--- src/rtl/pid_pwm_out.sv ---
// pid_pwm_out: signed PID control word -> sign/magnitude PWM for an H-bridge.
// Generates the per-period sample strobe, latches a new duty at each period
// wrap and inserts a dead-time gap (both legs off) on direction reversal.
module pid_pwm_out #(
    parameter int PERIOD = 1024,
    parameter int DEAD   = 8,
    parameter int CW     = $clog2(PERIOD + 1)
) (
    input  logic               clk,
    input  logic               reset,
    input  logic signed [15:0] control,
    input  logic               run,
    output logic               sample,
    output logic               pwm_a,
    output logic               pwm_b,
    output logic               dir,
    output logic               sat,
    output logic [CW-1:0]      cnt
);

    typedef enum logic [1:0] {
        IDLE,
        RUN,
        DEADT
    } state_t;

    localparam logic [CW-1:0] LAST    = CW'(PERIOD - 1);
    localparam logic [CW-1:0] DEAD_C  = CW'(DEAD);
    localparam logic [CW-1:0] PER_C   = CW'(PERIOD);
    localparam logic [16:0]   PER_17  = 17'(PERIOD);

    state_t        state, state_n;
    logic [CW-1:0] cnt_n;
    logic [CW-1:0] duty, duty_n;
    logic          dir_n, sat_n;
    logic          sample_n, pwm_a_n, pwm_b_n;
    logic [16:0]   ext, mag;
    logic          leg_on;

    // Next-state, next-count, duty latch and next output values.
    // Outputs are computed from the *next* state/count so the registered
    // pwm/sample line up with the cnt value shown in the same cycle.
    always_comb begin
        state_n  = state;
        cnt_n    = cnt;
        duty_n   = duty;
        dir_n    = dir;
        sat_n    = sat;
        sample_n = 1'b0;
        pwm_a_n  = 1'b0;
        pwm_b_n  = 1'b0;
        leg_on   = 1'b0;

        // 17-bit magnitude so that -32768 maps to +32768
        ext = {control[15], control};
        mag = control[15] ? (~ext + 17'd1) : ext;

        case (state)
            IDLE: begin
                cnt_n = '0;
                if (run) begin
                    state_n = RUN;
                    duty_n  = '0;
                end
            end
            default: begin
                if (!run) begin
                    state_n = IDLE;
                    cnt_n   = '0;
                end else if (cnt == LAST) begin
                    cnt_n   = '0;
                    state_n = RUN;
                    sat_n   = (mag > PER_17);
                    duty_n  = (mag > PER_17) ? PER_C : mag[CW-1:0];
                    if ((mag != 17'd0) && (control[15] != dir)) begin
                        dir_n = control[15];
                        if (DEAD > 0) begin
                            state_n = DEADT;
                        end
                    end
                end else begin
                    cnt_n = cnt + 1'b1;
                    if ((state == DEADT) && (cnt_n >= DEAD_C)) begin
                        state_n = RUN;
                    end
                end
            end
        endcase

        sample_n = (state_n != IDLE) && (cnt_n == '0);
        leg_on   = (state_n == RUN) && (cnt_n < duty_n);
        pwm_a_n  = leg_on && !dir_n;
        pwm_b_n  = leg_on && dir_n;
    end

    // State, counter, duty and output flops with synchronous reset.
    always_ff @(posedge clk) begin
        if (reset) begin
            state  <= IDLE;
            cnt    <= '0;
            duty   <= '0;
            dir    <= 1'b0;
            sat    <= 1'b0;
            sample <= 1'b0;
            pwm_a  <= 1'b0;
            pwm_b  <= 1'b0;
        end else begin
            state  <= state_n;
            cnt    <= cnt_n;
            duty   <= duty_n;
            dir    <= dir_n;
            sat    <= sat_n;
            sample <= sample_n;
            pwm_a  <= pwm_a_n;
            pwm_b  <= pwm_b_n;
        end
    end

endmodule

--- config.mk ---
export PLATFORM = sky130hd
export DESIGN_NAME = pid_pwm_out
export DESIGN_NICKNAME = d
export VERILOG_FILES = /design/src/rtl/pid_pwm_out.sv
export SDC_FILE = /design/constraint.sdc
export NUM_CORES = 1
export LEC_CHECK = 0
export ABC_AREA = 1
export CORE_MARGIN = 4
export CORE_UTILIZATION = 48
export CTS_CLUSTER_DIAMETER = 150
export DETAILED_ROUTE_END_ITERATION = 8
export HOLD_SLACK_MARGIN = 0.1
export PLACE_DENSITY = 0.76
export SYNTH_ARGS = -nofsm -noshare
export SYNTH_HDL_FRONTEND = slang
export SYNTH_SLANG_ARGS = --single-unit
--- constraint.sdc ---
create_clock -name clk -period 2.8 [get_ports clk]
set_clock_uncertainty 0.05 [all_clocks]
set_input_delay 0.42 -clock clk [delete_from_list [all_inputs] [get_ports clk]]
set_output_delay 0.42 -clock clk [all_outputs]
set_load 0.02 [all_outputs]
==> results.toml <==
[clock_tree]
cts.sinks = 29
clk_pin_slew_worst_paths_ps = 60
cts_tree = "yes"
ctsRootBufferMaster = "clkbuf_8"
clock_path_buffers = 2
clk_latency_ps = 290
cts_buffers = 5
htreeDepth = 2

[critical_path]
arrival_ps = 3180
cp.required_ps = 2980
worstSetupStartpointType = "primary input"
reg2reg_setup_slack_ps = -10
cpMaxStageDelayCell = "ha_1"
critPathCaptureType = "flip-flop"
cp.depth = 26
ff2ff_path_depth = 19
cpMostUsedCell = "buf_4"
path_max_fanout = 2
crit_family = "buffers and inverters"
cp_num_buf_inv = 13
cp_slowest_stage_delay_ps = 280
reg2reg_from = "cnt[9]"
worstSetupPathType = "in -> reg"
r2r-end = "pwm_b"

[power_and_ir_drop]
p_leak_uw = 0.00161
ir_drop_mv = 0.183
p_per_area_mw_per_mm2 = 293

[sta]
relSlewSlack = 0.698
setup_viol = 2
min_period_ps = 3000
rsz0062_at_grt = "true"
whs_ps = 496
maxSlewViolCount = 0
hold_viol = 0
fin_crit_sh = 1.07
setup_ws_ps = -205
fmax_mhz = 333
tightest_slew_ps = 452

[synthesis]
ys_seq_area_frac = 0.272
synth_edf_count = 0
yosysUniqueCellTypes = 35
syn_area_mm2 = 0.00214
syn_nets = 365
ys.flop_type = "dfxtp_1"
syn_area_per_cell_um2 = 6.42
yosys_warnings = 0
synth_seq_cells = 29
async_flop_share = 0
netlist_instances = 333

[placement]
place_congestion = 0.851
place.port_buffers = 34
placed_cell_area_mm2 = 0.00300
place_inst = 474
dp_hpwl_mm = 4.44
dp_worst_setup_slack_ps = -989

[min_path]
holdPathEnd = "duty[6]"
hp-start = "duty[6]"
worstHoldPathCells = 2
worstHoldPathType = "reg -> reg"

[drt]
wl_per_cell_um = 12.6
viasPerCell = 5.05
ant_nets = 0
firstDrtPassIters = 4
routed_wl_mm = 6.36
drcViolationCount = 0
drt_iter0_drc = 100
num_vias = 2546

[die]
fp-row-count = 24
die-area_mm2 = 0.00558
top_level_ports = 35
fp.coreArea_mm2 = 0.00432
die_y_um = 74.7
die_x_um = 74.7
initial_utilization = 0.494

[cells_and_area]
stdcell_count = 504
multiInputGateArea_mm2 = 0.00146
stdcell_area_mm2 = 0.00336
syn2layout_area_growth_pct = 57.2
final_util = 0.777
fillers = 321
drive_above_1_share = 0.323
fin_nets = 484
diodes = 0
seq_area_um2 = 581

[run]
cap_viol_max_count = 0

[grt]
antenna_found_initial = 0
grt_max_degree = 22
grt_pass1_wl_mm = 10.1
grtUsageTotal = 0.235
overflow = 0
grt_pass1_vias = 2431

[run_status]
outcome = "complete, but fails checks"
failed_checks = "setup timing"
## cell usage after synthesis, types with 4 or more instances
cell type | count | share of area
inv_1 | 42 | 0.074
nor3_1 | 9 | 0.021
nand2_1 | 82 | 0.14
nand4_1 | 4 | 0.012
dfxtp_1 | 29 | 0.27
nand3_1 | 22 | 0.052
o21ai_0 | 12 | 0.028
nor2_2 | 7 | 0.020
clkbuf_1 | 4 | 0.0070
xor2_1 | 9 | 0.037
a22oi_1 | 10 | 0.035
ha_1 | 13 | 0.076
nor2_1 | 51 | 0.090
a21oi_1 | 8 | 0.019
nand3b_1 | 5 | 0.018
## sequential cells by signal, indices dropped and copies added, names as in the netlist
| signal | cells |
|---|---|
| pwm_b | 1 |
| state | 2 |
| pwm_a | 1 |
| sample | 1 |
| duty | 11 |
| sat | 1 |
| dir | 1 |
| cnt | 11 |
## kinds of logic (layout without fill, tap and decap cells)
logic type / Yosys count / after routing / share of synthesized area
fa+ha+maj: 13 / 13 / 0.0761
flops: 29 / 29 / 0.272
buf+inv: 52 / 171 / 0.0984
simple gates: 191 / 191 / 0.402
compound gates: 38 / 38 / 0.111
xor+xnor: 10 / 10 / 0.0410
## cells in the final DEF, fill, tap and decap left out, types with 3 or more instances in the layout
master,instances
a22oi_2,3
nand3b_1,5
nand2_1,75
nor2_2,9
nand2_2,9
xor2_1,9
o21ai_0,6
a22oi_1,7
nor2_4,3
buf_4,82
a21oi_1,5
nor2_1,47
clkbuf_8,6
dlygate4sd2_1,3
a21oi_2,3
nor3_1,9
inv_1,37
buf_6,4
o21ai_2,4
o21ai_1,6
nand3_1,20
inv_2,4
dfxtp_1,29
clkdlybuf4s50_1,21
ha_1,11
nand4_1,4
clkbuf_2,5
## worst min-delay path: cells and delay by family, from the launching register on
family / cells / cell delay, ps
compound gates: 1 / 90
simple gates: 1 / 70
flops: 1 / 350
## per-stage QoR
step / total power (uW) / TNS (ps)
after floorplan: 505 / -78.2
after detailed placement: 605 / -2230
after global placement: 602 / -1750
final: 984 / -398
after CTS: 972 / -382
after global routing: 1020 / -678
## how the worst max path moves through the flow
stage | startpoint | to | slack [ps]
floorplan | control[1] | pwm_b | -50
global placement | control[1] | pwm_b | -840
detailed placement | control[1] | pwm_b | -990
CTS | control[1] | pwm_a | -200
global route | control[1] | pwm_b | -360
finish | control[1] | pwm_b | -200
## per-layer routing
metal  vias up  track usage  routed length, um
met4         0        0.103                193
met2        65        0.462               3390
met5         -            0                  0
met1      1152        0.246               2530
li1       1312            -                  -
met3        17       0.0320                242
## area by class of cell
type | count | share of cell area
Multi-Input combinational cell | 252 | 0.436
Timing Repair Buffer | 119 | 0.290
Sequential cell | 29 | 0.173
Inverter | 45 | 0.0562
Clock buffer | 7 | 0.0257
Tap cell | 52 | 0.0194
## timing repair
action | 4_1_cts | 5_1_grt
hold endpoints to repair | 0 | 0
gates resized for setup | 38 | 36
endpoints found under the setup margin | 2 | 3
pin swaps | 38 | 37
buffers inserted | 20 | 3
hold buffers | 0 | 0
cloned | 1 | 0
## report_power, final
group          switching (uW)  total, uW  leakage (uW)  internal, uW
clock network             155        350     0.0000443           195
registers                1.60        417      0.000234           416
logic                     105        217       0.00133           112
total                     262        984       0.00161           722
(Power assumes the default switching activity.)
